===== src/rtl/ysyx_25010008_mem_arbiter.sv =====
// Round-robin arbiter sharing one memory port between the IFU (m0, read-only)
// and the LSU (m1). One whole transaction is granted at a time, with a response watchdog.
module ysyx_25010008_mem_arbiter #(
  parameter int AW      = 32,
  parameter int DW      = 32,
  parameter int TIMEOUT = 255
) (
  input  logic            clock,
  input  logic            reset,
  input  logic            m0_req_valid,
  input  logic [AW-1:0]   m0_req_addr,
  output logic            m0_req_ready,
  output logic            m0_rsp_valid,
  output logic [DW-1:0]   m0_rsp_data,
  output logic [1:0]      m0_rsp_resp,
  input  logic            m0_rsp_ready,
  input  logic            m1_req_valid,
  input  logic            m1_req_we,
  input  logic [AW-1:0]   m1_req_addr,
  input  logic [DW-1:0]   m1_req_wdata,
  input  logic [DW/8-1:0] m1_req_wstrb,
  output logic            m1_req_ready,
  output logic            m1_rsp_valid,
  output logic [DW-1:0]   m1_rsp_data,
  output logic [1:0]      m1_rsp_resp,
  input  logic            m1_rsp_ready,
  output logic            s_req_valid,
  output logic            s_req_we,
  output logic [AW-1:0]   s_req_addr,
  output logic [DW-1:0]   s_req_wdata,
  output logic [DW/8-1:0] s_req_wstrb,
  input  logic            s_req_ready,
  input  logic            s_rsp_valid,
  input  logic [DW-1:0]   s_rsp_data,
  input  logic [1:0]      s_rsp_resp,
  output logic            s_rsp_ready
);
  localparam int CW = (TIMEOUT < 2) ? 1 : $clog2(TIMEOUT + 1);

  typedef enum logic [1:0] {IDLE, REQ, RSP, ABORT} state_t;

  state_t        state, state_nxt;
  logic          gnt, gnt_nxt;
  logic          last, last_nxt;
  logic          we_q, we_nxt;
  logic [CW-1:0] wdog, wdog_nxt;

  logic          rsp_v;
  logic [DW-1:0] rsp_d;
  logic [1:0]    rsp_r;
  logic          rsp_ack;

  always_ff @(posedge clock) begin
    if (!reset) begin
      state <= IDLE;
      gnt   <= 1'b0;
      last  <= 1'b1;
      we_q  <= 1'b0;
      wdog  <= '0;
    end else begin
      state <= state_nxt;
      gnt   <= gnt_nxt;
      last  <= last_nxt;
      we_q  <= we_nxt;
      wdog  <= wdog_nxt;
    end
  end

  always_comb begin
    state_nxt    = state;
    gnt_nxt      = gnt;
    last_nxt     = last;
    we_nxt       = we_q;
    wdog_nxt     = wdog;
    m0_req_ready = 1'b0;
    m1_req_ready = 1'b0;
    s_req_valid  = 1'b0;
    s_req_we     = 1'b0;
    s_req_addr   = '0;
    s_req_wdata  = '0;
    s_req_wstrb  = '0;
    s_rsp_ready  = 1'b0;
    rsp_v        = 1'b0;
    rsp_d        = '0;
    rsp_r        = 2'b00;
    rsp_ack      = gnt ? m1_rsp_ready : m0_rsp_ready;
    // Every output stays quiet while reset is held low.
    if (reset) begin
      case (state)
        IDLE: begin
          s_rsp_ready = 1'b1;
          if (m0_req_valid && m1_req_valid) begin
            gnt_nxt   = ~last;
            state_nxt = REQ;
          end else if (m0_req_valid || m1_req_valid) begin
            gnt_nxt   = m1_req_valid;
            state_nxt = REQ;
          end
        end
        REQ: begin
          s_req_valid = 1'b1;
          if (gnt) begin
            s_req_we     = m1_req_we;
            s_req_addr   = m1_req_addr;
            s_req_wdata  = m1_req_wdata;
            s_req_wstrb  = m1_req_wstrb;
            m1_req_ready = s_req_ready;
          end else begin
            s_req_addr   = m0_req_addr;
            m0_req_ready = s_req_ready;
          end
          if (s_req_ready) begin
            state_nxt = RSP;
            wdog_nxt  = '0;
            we_nxt    = gnt & m1_req_we;
          end
        end
        RSP: begin
          s_rsp_ready = rsp_ack;
          rsp_v       = s_rsp_valid;
          rsp_d       = we_q ? '0 : s_rsp_data;
          rsp_r       = s_rsp_resp;
          if (s_rsp_valid && rsp_ack) begin
            last_nxt  = gnt;
            state_nxt = IDLE;
          end else begin
            wdog_nxt = wdog + 1'b1;
            if (TIMEOUT != 0 && wdog_nxt == CW'(TIMEOUT)) state_nxt = ABORT;
          end
        end
        ABORT: begin
          // Synthesized error response; any late slave reply is drained in IDLE.
          rsp_v = 1'b1;
          rsp_r = 2'b11;
          if (rsp_ack) begin
            last_nxt  = gnt;
            state_nxt = IDLE;
          end
        end
        default: state_nxt = IDLE;
      endcase
    end
  end

  assign m0_rsp_valid = rsp_v & ~gnt;
  assign m0_rsp_data  = gnt ? '0 : rsp_d;
  assign m0_rsp_resp  = gnt ? 2'b00 : rsp_r;
  assign m1_rsp_valid = rsp_v & gnt;
  assign m1_rsp_data  = gnt ? rsp_d : '0;
  assign m1_rsp_resp  = gnt ? rsp_r : 2'b00;
endmodule


===== config.mk =====
export PLATFORM = sky130hd
export DESIGN_NAME = ysyx_25010008_mem_arbiter
export DESIGN_NICKNAME = d
export VERILOG_FILES = /design/src/rtl/ysyx_25010008_mem_arbiter.sv
export SDC_FILE = /design/constraint.sdc
export NUM_CORES = 1
export LEC_CHECK = 0
export CAP_MARGIN = 20
export CELL_PAD_IN_SITES_DETAIL_PLACEMENT = 1
export CELL_PAD_IN_SITES_GLOBAL_PLACEMENT = 2
export CORE_MARGIN = 5
export CORE_UTILIZATION = 10
export CTS_CLUSTER_DIAMETER = 150
export DETAILED_ROUTE_END_ITERATION = 12
export GPL_TIMING_DRIVEN = 0
export PLACE_DENSITY = 0.89
export SLEW_MARGIN = 40
export SYNTH_ARGS = -nofsm -noshare
export SYNTH_HDL_FRONTEND = slang
export SYNTH_SLANG_ARGS = --single-unit

===== constraint.sdc =====
create_clock -name clock -period 1.4 [get_ports clock]
set_input_delay 0.21 -clock clock [delete_from_list [all_inputs] [get_ports clock]]
set_output_delay 0.21 -clock clock [all_outputs]
set_load 0.03 [all_outputs]

==> results of run 1 <==
[layout by cell type, fill, tap and decap left out, drive strengths merged, types with 8 or more instances in the layout]
cell           Yosys  final
a21oi             11     11
and2             101    101
buf                8    200
clkbuf            17     19
clkdlybuf4s50      0    139
dfxtp             13     13
mux2i             33     33
nand2              9      9
nand3              9      9
nor2              52     52
o21ai              8      8
[cell type report]
| cell class | count | area (um^2) |
|---|---|---|
| Clock buffer | 4 | 78.8 |
| Inverter | 5 | 21.3 |
| Antenna cell | 1 | 2.50 |
| Multi-Input combinational cell | 261 | 2350 |
| Tap cell | 270 | 338 |
| Sequential cell | 13 | 269 |
| Timing Repair Buffer | 334 | 3600 |
| Buffer | 24 | 403 |
| Fill cell | 2282 | 13000 |
[state kept, by name, indices dropped and copies added, names as in the netlist]
register and flops:
wdog 8, state 2, gnt 1, last 1, we_q 1
[through the flow]
step | total power, mW | instance area (um^2) | TNS [ps] | hold WS (ps)
3_3_place_gp | 1.82 | 5800 | -205100 | 490
2_1_floorplan | 1.12 | 2610 | -8000 | 375
6_report | 2.78 | 7070 | -56180 | 412
4_1_cts | 2.68 | 6740 | -58460 | 507
3_5_place_dp | 1.84 | 5800 | -207890 | 501
5_1_grt | 2.91 | 7070 | -67950 | 448
[worst register-to-register path, stage by stage, from the launching register on]
cell	delay, ps
sky130_fd_sc_hd__dfxtp_2	320
sky130_fd_sc_hd__buf_6	110
sky130_fd_sc_hd__buf_4	120
sky130_fd_sc_hd__buf_6	110
sky130_fd_sc_hd__buf_6	120
sky130_fd_sc_hd__or4_4	410
sky130_fd_sc_hd__o2111a_1	150
sky130_fd_sc_hd__and2_1	140
sky130_fd_sc_hd__a31o_1	170
[metal layers]
metal / GRT usage / wire length (um)
met1: 0.132 / 5660
met2: 0.214 / 7760
met3: 0.0372 / 1380
met4: 0.0197 / 156
met5: 0 / 11
[cell families (layout without fill, tap and decap cells)]
group,after synthesis,count (layout),share of synthesized area
fa+ha+maj,2,2,0.0124
simple gates,193,193,0.525
xor+xnor,1,1,0.00433
flops,13,13,0.129
mux,34,34,0.171
other cells,0,1,0
compound gates,31,31,0.0953
buf+inv,30,367,0.0631
[timing repair]
item,4_1_cts,5_1_grt
cloned,12,3
setup buffers,23,12
pin swaps,13,30
resized for setup,1088,89
setup endpoints to repair,155,152
endpoints found under the hold margin,0,0
[path summary, 6_finish.rpt]
| path | depth (start not counted) | from | slack (ps) | endpoint |
|---|---|---|---|---|
| setup reg to reg | 8 | state[0] | -370 | state[0] |
| setup / recovery | 7 | reset | -490 | s_req_addr[20] |
| hold / removal | 3 | m1_rsp_ready | 410 | last |
| hold reg to reg | 2 | wdog[5] | 510 | wdog[5] |
[cell usage after synthesis, types with 2 or more instances]
cell type / count
sky130_fd_sc_hd__inv_2: 2
sky130_fd_sc_hd__and2_1: 101
sky130_fd_sc_hd__nand2b_1: 3
sky130_fd_sc_hd__a21oi_1: 11
sky130_fd_sc_hd__and3_1: 3
sky130_fd_sc_hd__nor3_1: 2
sky130_fd_sc_hd__nand3b_1: 3
sky130_fd_sc_hd__nand4b_1: 3
sky130_fd_sc_hd__clkbuf_1: 17
sky130_fd_sc_hd__ha_1: 2
sky130_fd_sc_hd__nor2_1: 52
sky130_fd_sc_hd__nand3_1: 9
sky130_fd_sc_hd__nand2_1: 9
sky130_fd_sc_hd__o21ai_0: 7
sky130_fd_sc_hd__buf_2: 6
sky130_fd_sc_hd__or3_1: 3
sky130_fd_sc_hd__and4_1: 2
sky130_fd_sc_hd__dfxtp_1: 13
sky130_fd_sc_hd__inv_1: 3
sky130_fd_sc_hd__mux2i_1: 33
sky130_fd_sc_hd__a31oi_1: 3
[report_power, final]
part / internal, mW / leakage, nW / switching, mW
sequential: 0.387 / 0.107 / 0.0200
clock: 0.385 / 0.0382 / 0.165
combinational: 1.02 / 2.77 / 0.800
==> reports/qor.txt, run 1 <==
prevailing post-synth register cell - sky130_fd_sc_hd__dfxtp_1
TritonCTS sink count - 13
Mapped Nets - 449
number of global-route vias before repair - 3,670
post-detailed-placement half-perimeter wirelength - 11,600 um
number of routed nets with antenna violations - 0
Worst VDD drop - 0.270 mV
Mean Syn Cell Area - 6.65 um^2
Setup WS post-layout - -487 ps
final core utilization - 0.353
RSZ-0062 raised after global routing - yes
detailed-routing iteration count for the pre-antenna-repair pass - 4
DRC violations left - 0
worst setup slack after placement - -1680 ps
wire length reported by the detailed router - 15,000 um
library cell with the largest summed area after synthesis - sky130_fd_sc_hd__and2_1
category of the critical setup timing path - in2out
PortBufs - 285
leakage power figure - 2.92 nW
ordered cell list for the critical path - clkdlybuf4s15_2 -> inv_2 -> or3_4 -> clkbuf_16 -> clkbuf_16 -> nor2_4 -> buf_6
Worst-Skew Late Latency - 240 ps
final number of hold-violating endpoints - 0
Top delay family on crit path - buffers and inverters
number of endpoints failing setup at the final stage - 153
Root Driver - sky130_fd_sc_hd__clkbuf_16
total count of max-transition violations in the final report - 0
worst max-slew margin expressed relative to the limit - 0.774
total via count after detailed routing - 3,552
Bufs and invs on worst path - 5
number of enable-type register cells in the synthesized netlist - 0
global-route usage over all layers - 0.116
number of vias per cell after detailed routing - 3.89
number of primary I/O pins - 286
distinct cell type count after synthesis - 38
most frequent cell on the critical path - sky130_fd_sc_hd__clkbuf_16
Site Rows - 52
clock-pin slew reported for the worst setup and hold paths after clock tree synthesis - 50 ps
cts bufs inserted - 3
initial standard-cell utilization of the core - 0.101
count of maximum capacitance violations - 0
top-area cell type share of the netlist area - 0.313
type of destination of the critical path - output port
routability cong. - 0.750
number of non-filler instances in the completed layout - 912
Mapped Area - 0.00202 mm^2
worst-case clock buffer depth - 2
outcome - finished, violations left
Chip Height - 152 um
Post-synth ARST share - 0
horizontal die dimension - 152 um
skew final - 3.32 ps
share of layout cells above drive strength 1 - 0.616
largest stage delay on the critical path - 400 ps
critical path data arrival time - 1680 ps
shortest clock period the worst path allows after layout - 1890 ps
number of DRC violations after detailed-routing iteration 0 - 71
synth warn - 0
maximum fanout along the worst path - 10
clock tree from TritonCTS - done
path type of the worst min-delay path - in2reg
core area - 0.0200 mm^2
slew at the pin with the worst max-slew slack - 338 ps
placed cell count - 859
wire per inst - 16.4 um
failing checks - negative setup slack
growth of design area from synthesis to finish - 250%
largest net degree at the start of global routing - 11
cell types occupying the most area after synthesis - sky130_fd_sc_hd__and2_1, sky130_fd_sc_hd__mux2i_1, sky130_fd_sc_hd__dfxtp_1, sky130_fd_sc_hd__nor2_1, sky130_fd_sc_hd__clkbuf_1
required time worst endpoint - 1190 ps
number of hold buffers added after CTS - 0
CP Launch Type - input pin
gate count of the mapped netlist - 304
number of register bits inferred by synthesis - 13
number of nets in the finished design - 787
total grt overflow - 0
highest attainable clock frequency - 0.530 GHz
H-tree depth - 1
slowest stage cell on the critical path - sky130_fd_sc_hd__or3_4
first-pass GRT wire length - 21,700 um
total power density per cell area - 393 mW/mm^2
area of the die - 0.0232 mm^2
final worst-path cycle share - 1.35
share of the yosys chip area belonging to registers - 0.129
number of antenna violations at the first check in global routing - 2
Power figures use the tool's default switching activity.
==> run 2, diff against run 1 <==
--- a/config.mk
+++ b/config.mk
@@ -14,7 +14,7 @@
 export DETAILED_ROUTE_END_ITERATION = 12
 export GPL_TIMING_DRIVEN = 0
 export PLACE_DENSITY = 0.89
-export SLEW_MARGIN = 40
+export SLEW_MARGIN = 20
 export SYNTH_ARGS = -nofsm -noshare
 export SYNTH_HDL_FRONTEND = slang
 export SYNTH_SLANG_ARGS = --single-unit
==> results of run 2 <==
Same layout as run 1: the final DEF is identical, and so are final timing and power.
